[src/rtl/alu_op_sequencer_if.sv]
// Handshake and ALU-side bus for the relay ALU op sequencer.
// slave = sequencer side, master = instruction source / ALU side.
interface alu_op_sequencer_if;
  logic [7:0] instr;
  logic       instr_valid;
  logic       instr_ready;
  logic [2:0] fctn_code;
  logic       alu_en;
  logic [7:0] alu_result;
  logic       alu_carry;
  logic       ld_a;
  logic       ld_d;
  logic [7:0] result_q;
  logic       cc_zero;
  logic       cc_carry;
  logic       cc_sign;
  logic       done;
  logic       illegal;

  modport slave (
    input  instr, instr_valid,
    input  alu_result, alu_carry,
    output instr_ready, fctn_code, alu_en,
    output ld_a, ld_d, result_q,
    output cc_zero, cc_carry, cc_sign,
    output done, illegal
  );

  modport master (
    output instr, instr_valid,
    output alu_result, alu_carry,
    input  instr_ready, fctn_code, alu_en,
    input  ld_a, ld_d, result_q,
    input  cc_zero, cc_carry, cc_sign,
    input  done, illegal
  );
endinterface

[src/rtl/alu_op_sequencer.sv]
// Multi-cycle relay ALU controller: drive, settle, latch into A or D.
// Define ALU_SEQ_CC_EN to build the condition-code flags.
module alu_op_sequencer #(
  parameter int SETTLE_CYCLES = 2
) (
  input logic clk,
  input logic reset,
  alu_op_sequencer_if.slave bus
);
  localparam int CW = $clog2(SETTLE_CYCLES + 1);

  typedef enum logic [1:0] {
    IDLE, DRIVE, LATCH, ERR
  } state_t;

  state_t        state, state_nx;
  logic [CW-1:0] cnt, cnt_nx;
  logic          dest;
  logic [2:0]    fctn;
  logic [7:0]    result;
  logic          accept, legal;

  logic       ready, alu_en, ld_a, ld_d;
  logic       done, illegal;
  logic [2:0] fctn_code;

  assign accept = bus.instr_valid
               && (state == IDLE);
  assign legal = (bus.instr[7:4] == 4'b1000)
              && (bus.instr[2:0] != 3'b111);

  always_ff @(posedge clk or posedge reset) begin
    if (reset) begin
      state  <= IDLE;
      cnt    <= '0;
      dest   <= 1'b0;
      fctn   <= 3'b000;
      result <= 8'h00;
    end else begin
      state <= state_nx;
      cnt   <= cnt_nx;
      if (accept) begin
        dest <= bus.instr[3];
        fctn <= bus.instr[2:0];
      end
      if (state == LATCH)
        result <= bus.alu_result;
    end
  end

  always_comb begin
    state_nx  = state;
    cnt_nx    = cnt;
    ready     = 1'b0;
    alu_en    = 1'b0;
    fctn_code = 3'b000;
    ld_a      = 1'b0;
    ld_d      = 1'b0;
    done      = 1'b0;
    illegal   = 1'b0;
    unique case (state)
      IDLE: begin
        ready = 1'b1;
        if (bus.instr_valid) begin
          if (legal) begin
            state_nx = DRIVE;
            cnt_nx   = CW'(SETTLE_CYCLES);
          end else begin
            state_nx = ERR;
          end
        end
      end
      DRIVE: begin
        alu_en    = 1'b1;
        fctn_code = fctn;
        cnt_nx    = cnt - CW'(1);
        if (cnt == CW'(1))
          state_nx = LATCH;
      end
      LATCH: begin
        alu_en    = 1'b1;
        fctn_code = fctn;
        ld_a      = ~dest;
        ld_d      = dest;
        done      = 1'b1;
        state_nx  = IDLE;
      end
      ERR: begin
        illegal  = 1'b1;
        state_nx = IDLE;
      end
      default: state_nx = IDLE;
    endcase
  end

  assign bus.instr_ready = ready;
  assign bus.alu_en      = alu_en;
  assign bus.fctn_code   = fctn_code;
  assign bus.ld_a        = ld_a;
  assign bus.ld_d        = ld_d;
  assign bus.done        = done;
  assign bus.illegal     = illegal;
  assign bus.result_q    = result;

`ifdef ALU_SEQ_CC_EN
  logic zf, cf, sf;

  // Only ADD/INC produce a meaningful carry.
  always_ff @(posedge clk or posedge reset) begin
    if (reset) begin
      zf <= 1'b0;
      cf <= 1'b0;
      sf <= 1'b0;
    end else if (state == LATCH) begin
      zf <= (bus.alu_result == 8'h00);
      sf <= bus.alu_result[7];
      cf <= bus.alu_carry
         && (fctn[2:1] == 2'b00);
    end
  end

  assign bus.cc_zero  = zf;
  assign bus.cc_carry = cf;
  assign bus.cc_sign  = sf;
`else
  assign bus.cc_zero  = 1'b0;
  assign bus.cc_carry = 1'b0;
  assign bus.cc_sign  = 1'b0;
`endif
endmodule

[src/flat_wrapper.sv]
// flat-port wrapper written by rule: the top's interface ports become plain ports
module alu_op_sequencer_flat 
#(
  parameter int SETTLE_CYCLES = 2
)
  (clk, reset, bus_instr, bus_instr_valid, bus_alu_result, bus_alu_carry, bus_instr_ready, bus_fctn_code, bus_alu_en, bus_ld_a, bus_ld_d, bus_result_q, bus_cc_zero, bus_cc_carry, bus_cc_sign, bus_done, bus_illegal);
  alu_op_sequencer_if bus_i ();
  input logic clk;
  input logic reset;
  input wire logic [$bits(bus_i.instr)-1:0] bus_instr;
  input wire logic [$bits(bus_i.instr_valid)-1:0] bus_instr_valid;
  input wire logic [$bits(bus_i.alu_result)-1:0] bus_alu_result;
  input wire logic [$bits(bus_i.alu_carry)-1:0] bus_alu_carry;
  output wire logic [$bits(bus_i.instr_ready)-1:0] bus_instr_ready;
  output wire logic [$bits(bus_i.fctn_code)-1:0] bus_fctn_code;
  output wire logic [$bits(bus_i.alu_en)-1:0] bus_alu_en;
  output wire logic [$bits(bus_i.ld_a)-1:0] bus_ld_a;
  output wire logic [$bits(bus_i.ld_d)-1:0] bus_ld_d;
  output wire logic [$bits(bus_i.result_q)-1:0] bus_result_q;
  output wire logic [$bits(bus_i.cc_zero)-1:0] bus_cc_zero;
  output wire logic [$bits(bus_i.cc_carry)-1:0] bus_cc_carry;
  output wire logic [$bits(bus_i.cc_sign)-1:0] bus_cc_sign;
  output wire logic [$bits(bus_i.done)-1:0] bus_done;
  output wire logic [$bits(bus_i.illegal)-1:0] bus_illegal;
  assign bus_i.instr = bus_instr;
  assign bus_i.instr_valid = bus_instr_valid;
  assign bus_i.alu_result = bus_alu_result;
  assign bus_i.alu_carry = bus_alu_carry;
  assign bus_instr_ready = bus_i.instr_ready;
  assign bus_fctn_code = bus_i.fctn_code;
  assign bus_alu_en = bus_i.alu_en;
  assign bus_ld_a = bus_i.ld_a;
  assign bus_ld_d = bus_i.ld_d;
  assign bus_result_q = bus_i.result_q;
  assign bus_cc_zero = bus_i.cc_zero;
  assign bus_cc_carry = bus_i.cc_carry;
  assign bus_cc_sign = bus_i.cc_sign;
  assign bus_done = bus_i.done;
  assign bus_illegal = bus_i.illegal;
  alu_op_sequencer #(.SETTLE_CYCLES(SETTLE_CYCLES)) u_core (.clk(clk), .reset(reset), .bus(bus_i));
endmodule
[config.mk]
export PLATFORM = sky130hd
export DESIGN_NAME = alu_op_sequencer_flat
export DESIGN_NICKNAME = d
export VERILOG_FILES = /design/src/rtl/alu_op_sequencer_if.sv /design/src/rtl/alu_op_sequencer.sv /design/src/flat_wrapper.sv
export SDC_FILE = /design/constraint.sdc
export NUM_CORES = 1
export LEC_CHECK = 0
export CORE_MARGIN = 3
export CORE_UTILIZATION = 59
export DETAILED_ROUTE_END_ITERATION = 10
export DONT_BUFFER_PORTS = 1
export PLACE_DENSITY = 0.87
export SYNTH_ARGS = -nofsm -noshare
export SYNTH_HDL_FRONTEND = slang
export SYNTH_SLANG_ARGS = --single-unit
[constraint.sdc]
create_clock -name clk -period 1.6 [get_ports clk]
set_input_delay 0.32 -clock clk [delete_from_list [all_inputs] [get_ports clk]]
set_output_delay 0.32 -clock clk [all_outputs]
set_load 0.01 [all_outputs]
==> results.toml <==
[run_status]
outcome = "finished with violations"
violations = "negative setup slack"

[die]
coreArea_um2 = 1190
initial_utilization_pct = 67.0
ioPinCount = 40
dieArea_um2 = 1820
die_h_um = 42.7
num_rows = 12
dieWidth_um = 42.7

[drt]
dr_total_vias = 546
drtPass1Iterations = 4
initialDrtViolationCount = 21
drc = 0
antenna_left = 0
route.detailed.wl_per_inst_um = 18.5
vias_per_cell = 6.13
routed_wirelength_um = 1650

[worst_setup_path]
crit_path_cell_trace = "inv_1, ha_4, and2_1"
path_max_fanout = 4
end_kind = "output pin"
cp.arrival_ps = 1290
crit_path_start_kind = "flip-flop"
cpLargestDelayFamily = "flip-flops"
critPathMaxStageDelay_ps = 390
cp.required_ps = 1280
r2r_end = "u_core.cnt[0]"
worst-path-buf-inv = 1
slowest_stage = "dfrtp_1"
rrSetupSlack_ps = 120
rr_worst_depth = 5
reg2reg_from = "u_core.state[1]"
setup.worst_path.class = "reg2out"

[power_and_ir_drop]
p_switching_uw = 773
switching_share_pct = 37.8
finalPower_uw = 2040
ir_worst_vdd_mv = 1.15
power_density_nw_per_um2 = 2220
p_clk_share_pct = 12.9
p_int_uw = 1270
sequentialPowerShare_pct = 38.9
combPwrFrac_pct = 48.1
leakagePower_uw = 0.000422

[synth]
synthTopCellsByCount = "16 x dfrtp_1, 12 x mux2_2, 8 x inv_1, 5 x ha_1, 4 x and2_1"
synth_most_common_cell = "dfrtp_1"
yosys.area.top_type_share_pct = 50.4
ys_seq_area_share_pct = 50.4
synth_cell_types = 22
syn_area_um2 = 795
synthArstFlopShare_pct = 100
yosysWarnings = 0
synth_top_area_cell = "dfrtp_1"
avgSynthCellArea_um2 = 12.0
yosys_register_bits = 16
syn_inst = 66
synthFlopType = "dfrtp_1"
synth-edff-count = 0
yosys-top-cells-area = "dfrtp_1 50%, mux2_2 17%, ha_1 7.9%"

[clock_tree]
cts_root_buf = "clkbuf_4"
clk_pin_slew_ps = 90
cts_tree = "built"
cts_buffers = 3
clock_sink_count = 16
clock_latency_ps = 280
clk_path_buf_depth = 2
htreeDepth = 1

[grt]
overflow = 0
grt_pass1_vias = 592
antenna_found_initial = 0
grt_max_degree = 17
met2_usage_pct = 34.1
grt_first_pass_wirelength_um = 2450
grt_util_met3_pct = 6.36
grt_usage_pct = 18.1
grt.busiest_layer = "met2"
met1_usage_pct = 18.1

[worst_hold_path]
whs_endpoint = "u_core.fctn[0]"
hold_class = "in2reg"
hp-start = "bus_instr[0]"
holdPathStages = 1

[timing]
timing.fmax_mhz = 621
final.min_clock_period_ps = 1610
period_share_pct = 101
setup_viol = 3
drv_slew = 0
hold_viol = 0
relSlewSlack_pct = 60.4
rsz0062_at_grt = "true"
hold_ws_ps = 178
finClkSkew_ps = 1.22
setup_slack_ps = -10.9
tightestPinTransition_ps = 594

[flow_run]
drv_cap = 0

[finish]
layout.nets = 101
finalNonFillerCells = 89
antenna_cells = 0
syn_to_final_growth_pct = 15.7
final_core_util_pct = 77.5
drive_gt1_share_pct = 37.3

[placed_design]
gp_congestion = 0.687
port_buffers = 0
dp_hpwl_um = 1190
dp.cells = 81
## area by class of cell
| cell class | instances | area (µm²) |
|---|---|---|
| flip-flops and latches | 16 | 400 |
| repair buffers | 7 | 55.1 |
| clock buffers | 4 | 36.3 |
| multi-input cells | 40 | 380 |
| well taps | 14 | 17.5 |
| inverters | 8 | 30.0 |
| fillers | 83 | 267 |
## state kept, by name, indices dropped and copies added, names as in the netlist
signal and flops:
u_core.bus.result_q 8, u_core.cnt 2, u_core.dest 1, u_core.fctn 3, u_core.state 2
## worst max-delay path by stage
stage	startpoint	to	slack, ps	cells past startpoint
after global placement	bus_instr[6]	u_core.cnt[1]	20	3
final	u_core.state[1]	bus_fctn_code[1]	-10	3
after detailed placement	u_core.state[1]	u_core.cnt[1]	-0.8	5
after global routing	u_core.state[1]	bus_fctn_code[0]	-30	3
after floorplan	u_core.state[0]	bus_ld_a	30	4
after CTS	u_core.state[1]	bus_fctn_code[1]	-70	3
## per-stage QoR
stage | cell area [µm²] | setup slack [ps] | TNS [ps]
after floorplan | 802 | 26.7 | 0
after global placement | 816 | 21.8 | 0
after detailed placement | 816 | -0.792 | -0.792
after CTS | 885 | -67.8 | -199
after global routing | 920 | -34.8 | -93.4
final | 920 | -10.9 | -27.1
## power groups by stage
stage	clock network, µW	registers [µW]	logic, µW
2_1_floorplan	0	763	641
3_3_place_gp	0	789	770
3_5_place_dp	0	804	814
4_1_cts	267	794	878
5_1_grt	283	817	1060
6_report	264	795	983
## per-layer routing
| metal | vias to the layer above | share of wire [%] |
|---|---|---|
| li1 | 241 | - |
| met4 | 0 | 1.2 |
| met3 | 4 | 10 |
| met5 | - | 0 |
| met1 | 264 | 36 |
| met2 | 37 | 53 |
## cell families (layout without fill, tap and decap cells)
kind of cell	count (synthesis)	count (layout)	synth area share (%)
mux	12	12	17.0
other cells	1	3	0.472
buf+inv	12	19	7.09
simple gates	11	11	8.82
flops	16	16	50.4
compound gates	9	9	8.35
fa+ha+maj	5	5	7.87
## placed cells by master (no fill, tap or decap), drive strengths merged, types with 2 or more instances in the layout
cell and n:
dfrtp 16, mux2 12, inv 8, buf 6, ha 5, and2 4
clkbuf 4, conb 3, nand2 2, a21oi 2
## what timing repair did
item,in CTS,in global routing
hold buffers,1,0
endpoints found under the setup margin,8,8
buffers inserted,1,2
gates resized for setup,4,3
hold endpoints to repair,16,0
Power figures use the tool's default switching activity.
